**config.mk**
```make
export PLATFORM = sky130hd
export DESIGN_NAME = arp_eth_rx_wide
export DESIGN_NICKNAME = d
export VERILOG_FILES = /design/src/rtl/arp_eth_rx_wide.sv
export SDC_FILE = /design/constraint.sdc
export NUM_CORES = 1
export LEC_CHECK = 0
export CAP_MARGIN = 10
export CORE_AREA = 2 2 183 185
export CTS_CLUSTER_DIAMETER = 80
export DETAILED_ROUTE_END_ITERATION = 8
export DIE_AREA = 0 0 185 187
export HOLD_SLACK_MARGIN = 0.12
export PLACE_DENSITY = 0.71
export SLEW_MARGIN = 15
export SYNTH_ARGS = -nofsm -noshare
export SYNTH_HDL_FRONTEND = slang
export SYNTH_SLANG_ARGS = --single-unit
export TNS_END_PERCENT = 10
```
**constraint.sdc**
```tcl
create_clock -name clk -period 6.9 [get_ports clk]
set_input_delay 1.035 -clock clk [delete_from_list [all_inputs] [get_ports clk]]
set_output_delay 1.035 -clock clk [all_outputs]
set_load 0.005 [all_outputs]
```
**src/rtl/arp_eth_rx_wide.sv**
```systemverilog
// ARP frame receiver with a parameterised payload width.
// Takes an Ethernet header handshake and its payload stream, extracts the 28-byte
// ARP header, and presents the decoded fields with a valid/ready handshake.
// Ports:
//   clk, rst                      clock and synchronous active-high reset
//   s_eth_hdr_*                   Ethernet header handshake and fields
//   s_eth_payload_axis_*          payload AXI-Stream (lane 0 earliest on the wire)
//   m_frame_valid/ready, m_*      decoded frame handshake and fields
//   busy, error_*                 status and one-cycle error pulses
module arp_eth_rx_wide #(
  parameter int DATA_WIDTH  = 8,
  parameter int KEEP_WIDTH  = DATA_WIDTH / 8,
  parameter int CHECK_TYPES = 1
) (
  input  logic                  clk,
  input  logic                  rst,

  input  logic                  s_eth_hdr_valid,
  output logic                  s_eth_hdr_ready,
  input  logic [47:0]           s_eth_dest_mac,
  input  logic [47:0]           s_eth_src_mac,
  input  logic [15:0]           s_eth_type,
  input  logic [DATA_WIDTH-1:0] s_eth_payload_axis_tdata,
  input  logic [KEEP_WIDTH-1:0] s_eth_payload_axis_tkeep,
  input  logic                  s_eth_payload_axis_tvalid,
  output logic                  s_eth_payload_axis_tready,
  input  logic                  s_eth_payload_axis_tlast,
  input  logic                  s_eth_payload_axis_tuser,

  output logic                  m_frame_valid,
  input  logic                  m_frame_ready,
  output logic [47:0]           m_eth_dest_mac,
  output logic [47:0]           m_eth_src_mac,
  output logic [15:0]           m_eth_type,
  output logic [15:0]           m_arp_htype,
  output logic [15:0]           m_arp_ptype,
  output logic [7:0]            m_arp_hlen,
  output logic [7:0]            m_arp_plen,
  output logic [15:0]           m_arp_oper,
  output logic [47:0]           m_arp_sha,
  output logic [31:0]           m_arp_spa,
  output logic [47:0]           m_arp_tha,
  output logic [31:0]           m_arp_tpa,

  output logic                  busy,
  output logic                  error_header_early_termination,
  output logic                  error_invalid_header
);

  localparam int          HDR_BYTES = 28;
  localparam int unsigned HDR_W     = 8 * HDR_BYTES;
  localparam int unsigned PTR_W     = 6;
  localparam int unsigned CNT_W     = 4;

  typedef enum logic [1:0] {IDLE, READ_HEADER, WAIT_LAST} state_t;

  state_t             state_q, state_next;
  logic [PTR_W-1:0]   ptr_q, ptr_next, sum;
  logic [CNT_W-1:0]   beat_cnt;
  logic [HDR_W-1:0]   hdr_q, hdr_next;
  logic               hdr_ready_q, hdr_ready_next;
  logic               tready_q, tready_next;
  logic               frame_valid_q, frame_valid_next;
  logic               busy_q;
  logic               err_early_q, err_early_next;
  logic               err_inv_q, err_inv_next;
  logic               beat_accept, hdr_full, hdr_ok;
  logic [47:0]        dest_mac_q, src_mac_q;
  logic [15:0]        eth_type_q;

  // Next-state, byte merge and frame verdict
  always_comb begin
    state_next       = state_q;
    ptr_next         = ptr_q;
    hdr_next         = hdr_q;
    hdr_ready_next   = 1'b0;
    tready_next      = 1'b0;
    frame_valid_next = frame_valid_q && !m_frame_ready;
    err_early_next   = 1'b0;
    err_inv_next     = 1'b0;
    beat_accept      = s_eth_payload_axis_tvalid && tready_q;

    beat_cnt = '0;
    for (int i = 0; i < KEEP_WIDTH; i++) begin
      beat_cnt = beat_cnt + CNT_W'(s_eth_payload_axis_tkeep[i]);
    end
    sum      = ptr_q + PTR_W'(beat_cnt);
    hdr_full = (sum >= PTR_W'(HDR_BYTES));

    // Header byte k arrives on lane i when the running count equals k-i; byte 0 sits at the MSB
    if (beat_accept) begin
      for (int k = 0; k < HDR_BYTES; k++) begin
        for (int i = 0; i < KEEP_WIDTH; i++) begin
          if ((k >= i) && s_eth_payload_axis_tkeep[i] && (ptr_q == PTR_W'(k - i))) begin
            hdr_next[8*(HDR_BYTES-1-k) +: 8] = s_eth_payload_axis_tdata[8*i +: 8];
          end
        end
      end
    end

    // Judged on the merged header so bytes arriving with tlast are included
    hdr_ok = (hdr_next[191:184] == 8'd6) && (hdr_next[183:176] == 8'd4) &&
             ((CHECK_TYPES == 0) ||
              ((hdr_next[223:208] == 16'h0001) && (hdr_next[207:192] == 16'h0800)));

    unique case (state_q)
      IDLE: begin
        if (s_eth_hdr_valid && hdr_ready_q) begin
          state_next  = READ_HEADER;
          ptr_next    = '0;
          tready_next = 1'b1;
        end else begin
          hdr_ready_next = !frame_valid_next;
        end
      end
      READ_HEADER, WAIT_LAST: begin
        tready_next = 1'b1;
        if (beat_accept) begin
          ptr_next = hdr_full ? PTR_W'(HDR_BYTES) : sum;
          if (s_eth_payload_axis_tlast) begin
            state_next  = IDLE;
            tready_next = 1'b0;
            if (!hdr_full) begin
              err_early_next = 1'b1;
            end else if (!hdr_ok) begin
              err_inv_next = 1'b1;
            end else if (!s_eth_payload_axis_tuser) begin
              frame_valid_next = 1'b1;
            end
          end else if (hdr_full) begin
            state_next = WAIT_LAST;
          end
        end
      end
      default: state_next = IDLE;
    endcase
  end

  // Control registers
  always_ff @(posedge clk) begin
    if (rst) begin
      state_q       <= IDLE;
      ptr_q         <= '0;
      hdr_ready_q   <= 1'b0;
      tready_q      <= 1'b0;
      frame_valid_q <= 1'b0;
      busy_q        <= 1'b0;
      err_early_q   <= 1'b0;
      err_inv_q     <= 1'b0;
    end else begin
      state_q       <= state_next;
      ptr_q         <= ptr_next;
      hdr_ready_q   <= hdr_ready_next;
      tready_q      <= tready_next;
      frame_valid_q <= frame_valid_next;
      busy_q        <= (state_next != IDLE);
      err_early_q   <= err_early_next;
      err_inv_q     <= err_inv_next;
    end
  end

  // Datapath registers, not reset
  always_ff @(posedge clk) begin
    hdr_q <= hdr_next;
    if (s_eth_hdr_valid && hdr_ready_q) begin
      dest_mac_q <= s_eth_dest_mac;
      src_mac_q  <= s_eth_src_mac;
      eth_type_q <= s_eth_type;
    end
  end

  assign s_eth_hdr_ready                = hdr_ready_q;
  assign s_eth_payload_axis_tready      = tready_q;
  assign m_frame_valid                  = frame_valid_q;
  assign busy                           = busy_q;
  assign error_header_early_termination = err_early_q;
  assign error_invalid_header           = err_inv_q;

  assign m_eth_dest_mac = dest_mac_q;
  assign m_eth_src_mac  = src_mac_q;
  assign m_eth_type     = eth_type_q;

  // Byte 0 of the header occupies hdr_q[223:216]
  assign m_arp_htype = hdr_q[223:208];
  assign m_arp_ptype = hdr_q[207:192];
  assign m_arp_hlen  = hdr_q[191:184];
  assign m_arp_plen  = hdr_q[183:176];
  assign m_arp_oper  = hdr_q[175:160];
  assign m_arp_sha   = hdr_q[159:112];
  assign m_arp_spa   = hdr_q[111:80];
  assign m_arp_tha   = hdr_q[79:32];
  assign m_arp_tpa   = hdr_q[31:0];

endmodule

```
==> results of run 1 <==
layout by cell type (no fill, tap or decap), types with 5 or more instances in the layout:
cell type / count
nor3b_1: 5
edfxtp_1: 288
clkdlybuf4s50_1: 469
nor4_1: 5
nor2b_1: 5
mux2_2: 47
nand3_1: 7
nor2_1: 37
dfxtp_1: 62
nand2_1: 14
clkbuf_16: 41
o21ai_0: 5
buf_4: 9
a21oi_1: 8
diode_2: 5
clkbuf_1: 10
stage by stage:
step                hold WS (ps)  cells  setup slack [ps]  util, %  instance area [µm²]
CTS                          515   1539              2880     54.5                17900
global placement             494   1474              2390     50.9                16700
detailed placement           494   1474              2350     50.9                16700
global route                 536   1544              2760     54.5                17900
floorplan                    481    564              3130        -                11500
finish                       511   1544              2860     54.5                17900
metal layers:
layer | wire, µm | global-route usage, % | up-vias | part of all wire (%)
met3 | 2680 | 5.37 | 53 | 7.5
met4 | 806 | 5.53 | 2 | 2.3
met2 | 18300 | 35.7 | 318 | 51
met1 | 13800 | 23.8 | 3574 | 39
met5 | 8 | 0 | - | 0.022
li1 | - | - | 3190 | -
flip-flops by register name, indices dropped and copies added (netlist names):
name and cells:
busy 1, m_eth_type 16, ptr_q 6, error_invalid_header 1, m_eth_src_mac 48, s_eth_payload_axis_tready 1, s_eth_hdr_ready 1, m_frame_valid 1
hdr_q 224, state_q 2, m_eth_dest_mac 48, error_header_early_termination 1
layout make-up:
type	instances	share of cell area (%)
Sequential cell	350	55.2
Timing Repair Buffer	478	26.6
Multi-Input combinational cell	193	8.39
Clock buffer	54	6.17
Tap cell	448	3.13
Clock inverter	11	0.356
Inverter	5	0.119
Antenna cell	5	0.0698
power breakdown:
part           leakage (nW)  internal (W)  switching [W]
Combinational          2.45      0.000162       0.000107
Clock                 0.577       0.00111       0.000780
Sequential             3.12       0.00234      0.0000238
cells by family after synthesis:
family / Yosys count
AO/OA/AOI/OAI: 29
flip-flops: 350
adder cells (fa/ha/maj): 4
XOR/XNOR: 2
multiplexers: 47
buffers and inverters: 21
AND/OR/NAND/NOR: 111
worst max-delay path, stage by stage:
cell and delay [ps]:
clkdlybuf4s50_1 610, nand4b_4 270, nor4_4 740, mux2_2 410, o21bai_1 160, or4_1 470, or4_4 580, nor2b_1 150
worst max path at each step:
stage                                         start  slack [ps]  cells past startpoint                              end
after detailed placement  s_eth_payload_axis_tvalid        2350                      8  error_invalid_header$_SDFF_PP0_
after CTS                 s_eth_payload_axis_tvalid        2880                      8  error_invalid_header$_SDFF_PP0_
after floorplan                     s_eth_hdr_valid        3130                      2      m_eth_dest_mac[0]$_DFFE_PP_
after global placement    s_eth_payload_axis_tvalid        2390                      8  error_invalid_header$_SDFF_PP0_
final                     s_eth_payload_axis_tvalid        2860                      8  error_invalid_header$_SDFF_PP0_
after global routing      s_eth_payload_axis_tvalid        2760                      8  error_invalid_header$_SDFF_PP0_
==> flow_metrics.tcl, run 1 <==
set metrics [dict create \
    place.port_buffers 469 \
    num_rows 67 \
    p_total_w 0.00453 \
    die-area_um2 34600 \
    power.density_nw_per_um2 253 \
    synth_edf_count 288 \
    gr-total-overflow 0 \
    cts_buffers 37 \
    tritoncts "built" \
    synth-simple-area-share_pct 6.09 \
    synth_seq_cells 350 \
    cts.repair.resized 0 \
    relSlewSlack_pct 37.4 \
    worstMarginPinSlew_ps 935 \
    finalWeightedCongestion 0.793 \
    finalSetupTns_ps 0 \
    fin_crit_ps 4040 \
    coreArea_um2 32900 \
    multi_input_comb_area_um2 1500 \
    worst_setup_path_end_kind "register" \
    die_h_um 187 \
    cts_hold_buf 0 \
    grtUsageTotal_pct 20.1 \
    yosysWarnings 0 \
    wirelength_mm 35.7 \
    synth.area.top_cells "edfxtp_1 75%, dfxtp_1 11%, mux2_2 4.6%" \
    skew_ps 14.1 \
    worst-path-max-fanout 12 \
    viasPerCell 4.62 \
    rsz0062_at_grt "no" \
    wire_per_inst_um 23.1 \
    synth_xor_area_share_pct 0.152 \
    synth_top_family_by_area "simple AND/OR/NAND/NOR gates" \
    cp.arrival_ps 4430 \
    grt_pass1_wl_mm 50.3 \
    die_width_um 185 \
    grt_pass1_vias 7247 \
    num-nets-final 1197 \
    fin_crit_sh_pct 58.6 \
    dr.pass1.iters 5 \
    critPathRequiredTime_ps 7290 \
    drt_iter0_markers 409 \
    cap_violations 0 \
    worstHoldPathCells 1 \
    hold_viol 0 \
    worst_hold_path_type "reg2reg" \
    clk_pin_slew_ps 60 \
    grt_max_degree 70 \
    insertion_delay_ps 510 \
    initial_utilization_pct 35.0 \
    status "complete, no violations" \
    yosysSeqAreaShare_pct 86.0 \
    ys.flop_type "edfxtp_1" \
    synth_top_area_cell "edfxtp_1" \
    htree_levels 2 \
    power_leakage_nw 6.14 \
    synthMuxAreaShare_pct 4.60 \
    vdd_drop_max_uv 157 \
    nFillCells 2613 \
    cts_sinks 350 \
    final-seq-area_um2 9890 \
    ioPinCount 470 \
    setup_viol 0 \
    synth_top_area_share_pct 75.2 \
    synth_cell_type_count 52 \
    slew_viol_final 0 \
    antenna_found_initial 6 \
    timing.rr.start "ptr_q[2]$_SDFFE_PP0P_" \
    synth_nets 696 \
    cts_root_buf "clkbuf_16" \
    hold_path_end "hdr_q[178]$_DFF_P_" \
    r2r_end "error_invalid_header$_SDFF_PP0_" \
    areaGrowthSynthToFinish_pct 55.8 \
    syn_inst 564 \
    r2r_slack_ps 3460 \
    fmax_mhz 247 \
    async_reset_ff_share_pct 0 \
    dpl.hpwl_mm 26.0 \
    yosysMostFrequentCell "edfxtp_1" \
    synth-compound-area-share_pct 1.80 \
    crit_path_start_kind "primary input" \
    reg2reg_depth 7 \
    cts_buffer_depth 3 \
    drive_gt1_share_pct 11.4 \
    synth_top_cells_by_count "288 x edfxtp_1, 62 x dfxtp_1, 47 x mux2_2" \
    avgSynthCellArea_um2 20.4 \
    postCtsSetupRepairBufs 0 \
    num_vias 7137 \
    ant_nets 0 \
    crit_type "in2reg" \
    worstHoldStart "hdr_q[178]$_DFF_P_" \
    synthAdderAreaFrac_pct 0.435 \
    syn_area_um2 11500 \
    drc 0 \
]
Power figures use the tool's default switching activity.
==> inputs of run 2 (changes only) <==
--- a/config.mk
+++ b/config.mk
@@ -11,7 +11,7 @@
 export DETAILED_ROUTE_END_ITERATION = 8
 export DIE_AREA = 0 0 185 187
 export HOLD_SLACK_MARGIN = 0.12
-export PLACE_DENSITY = 0.71
+export PLACE_DENSITY = 0.73
 export SLEW_MARGIN = 15
 export SYNTH_ARGS = -nofsm -noshare
 export SYNTH_HDL_FRONTEND = slang
==> constraint.sdc (replaced) <==
create_clock -name clk -period 3.46 [get_ports clk]
set_input_delay 0.519 -clock clk [delete_from_list [all_inputs] [get_ports clk]]
set_output_delay 0.519 -clock clk [all_outputs]
set_load 0.005 [all_outputs]
==> run 2 against run 1 <==
  * Die area is the same
  * Total power is 100% higher
  * Critical endpoint unchanged
  * Routed wire length grew 5.5%
  * Critical path depth rose by 2
  * Non-clock buffer count up 41
  * Register-to-register slack worse by 3100 ps
  * Via count grew 3.6%
==> flow_metrics.tcl, run 2 (same netlist as run 1, synthesis figures left out) <==
set metrics [dict create \
    wirelength_mm 37.7 \
    swShare_pct 20.1 \
    relSlewSlack_pct 47.9 \
    setup_viol 0 \
    grt_max_degree 73 \
    crit_top_cell "buf_4" \
    cp_top_family "simple AND/OR/NAND/NOR gates" \
    grt_pass1_vias 7548 \
    cts_root_buf "clkbuf_16" \
    dr.pass1.iters 4 \
    clk_pin_slew_ps 60 \
    rsz0062_at_grt "no" \
    busiest_layer "met2" \
    r2r_slack_ps 320 \
    hold_path_end "hdr_q[168]$_DFFE_PP_" \
    cts.repair.resized 0 \
    htree_levels 2 \
    finalSetupTns_ps 0 \
    cp_slowest_stage_delay_ps 540 \
    worstHoldPathCells 1 \
    met3_usage_pct 5.69 \
    critPathRequiredTime_ps 3840 \
    crit_path_start_kind "primary input" \
    ioPinCount 470 \
    cpMaxStageDelayCell "clkdlybuf4s50_1" \
    crit_type "in2reg" \
    power_leakage_nw 6.37 \
    slew_viol_final 0 \
    fmax_mhz 315 \
    r2r_end "error_invalid_header$_SDFF_PP0_" \
    initial_utilization_pct 35.0 \
    worst_setup_path_end_kind "register" \
    largest_register_ffs 224 \
    whs_ps 475 \
    drive_gt1_share_pct 14.9 \
    share_comb_of_total_power_pct 6.1 \
    power.internal_w 0.00730 \
    drc 0 \
    switchingPower_w 0.00183 \
    viasPerCell 4.65 \
    layout_commonest_cell "clkdlybuf4s50_1" \
    fin_crit_sh_pct 91.7 \
    die-area_um2 34600 \
    cts_buffer_depth 3 \
    ant_nets 0 \
    vdd_drop_max_uv 346 \
    num-nets-final 1237 \
    gr-total-overflow 0 \
    cts_hold_buf 0 \
    num_rows 67 \
    use_met2_pct 37.6 \
    antenna_found_initial 11 \
    finalWeightedCongestion 0.824 \
    cts_buffers 36 \
    power.density_nw_per_um2 500 \
    reg2reg_depth 8 \
    postCtsSetupRepairBufs 0 \
    die_width_um 185 \
    tritoncts "built" \
    top_register "hdr_q" \
    cp_num_buf_inv 3 \
    grt_pass1_wl_mm 52.6 \
    drt_iter0_markers 459 \
    timing.rr.start "ptr_q[4]$_SDFFE_PP0P_" \
    worstMarginPinSlew_ps 781 \
    cp_cell_sequence "clkdlybuf4s50_1, nand4b_4, buf_4, nor4_4, buf_4, mux2_2, nor4b_1, nand4bb_1, or4_4, nor2b_1" \
    hold_viol 0 \
    clkPwrFrac_pct 42.3 \
    worstHoldStart "s_eth_payload_axis_tdata[0]" \
    cts_sinks 350 \
    worst_hold_path_type "in2reg" \
    place.port_buffers 469 \
    mostFrequentLayoutCells "467 x clkdlybuf4s50_1, 288 x edfxtp_1, 62 x dfxtp_1, 48 x buf_4, 47 x mux2_2" \
    die_h_um 187 \
    cp.arrival_ps 3550 \
    num_vias 7394 \
    insertion_delay_ps 510 \
    coreArea_um2 32900 \
    pwr-share-seq_pct 51.6 \
    met1_usage_pct 24.7 \
    worst-path-max-fanout 11 \
    cap_violations 0 \
    fin_crit_ps 3170 \
    status "complete, no violations" \
    wire_per_inst_um 23.7 \
    skew_ps 17.3 \
    grtUsageTotal_pct 21.3 \
    areaGrowthSynthToFinish_pct 58.9 \
    dpl.hpwl_mm 27.5 \
]
-- run 2: area by class of cell --
class | count | area [µm²]
Antenna cell | 10 | 25.0
Clock buffer | 49 | 1020
Clock inverter | 15 | 166
Fill cell | 2621 | 14600
Inverter | 5 | 21.3
Multi-Input combinational cell | 193 | 1500
Sequential cell | 350 | 9890
Tap cell | 448 | 561
Timing Repair Buffer | 519 | 5080
-- run 2: how the worst max path moves through the flow --
stage	start	end	slack [ps]	cells after the start
after global placement	s_eth_payload_axis_tvalid	error_invalid_header$_SDFF_PP0_	-140	9
after global routing	s_eth_payload_axis_tkeep	error_invalid_header$_SDFF_PP0_	160	10
final	s_eth_payload_axis_tkeep	error_invalid_header$_SDFF_PP0_	290	10
after detailed placement	s_eth_payload_axis_tkeep	error_invalid_header$_SDFF_PP0_	-210	10
after CTS	s_eth_payload_axis_tkeep	error_invalid_header$_SDFF_PP0_	290	10
after floorplan	s_eth_hdr_valid	m_eth_dest_mac[0]$_DFFE_PP_	210	2
-- run 2: routing by layer --
layer  vias up  wire length (µm)
li1       3266                 -
met4         4               813
met3        51              2860
met1      3719             14200
met5         -                27
met2       354             19800
-- run 2: through the flow --
step	utilization, %	cell area (µm²)	worst slack [ps]	cells	total power (W)
2_1_floorplan	-	11500	208	564	0.00491
3_3_place_gp	51.9	17100	-139	1515	0.00535
3_5_place_dp	51.9	17100	-214	1515	0.00536
4_1_cts	55.5	18200	294	1579	0.00922
5_1_grt	55.6	18300	156	1588	0.00943
6_report	55.6	18300	286	1589	0.00914
-- run 2: worst register-to-register path, stage by stage (launching register included) --
cell and delay (ps):
dfxtp_1 460, or2_1 410, nor4_4 130, buf_4 170, or3_1 300, a211o_1 260, or4_1 550, or4_4 580
nor2b_1 150
-- run 2: power by group through the flow --
| stage | Sequential, W | Clock, W | Combinational [W] |
|---|---|---|---|
| 6_report | 0.00472 | 0.00386 | 0.000556 |
| 5_1_grt | 0.00473 | 0.00412 | 0.000588 |
| 4_1_cts | 0.00472 | 0.00394 | 0.000561 |
| 3_5_place_dp | 0.00481 | 0 | 0.000556 |
| 3_3_place_gp | 0.00481 | 0 | 0.000545 |
| 2_1_floorplan | 0.00481 | 0 | 0.0000981 |
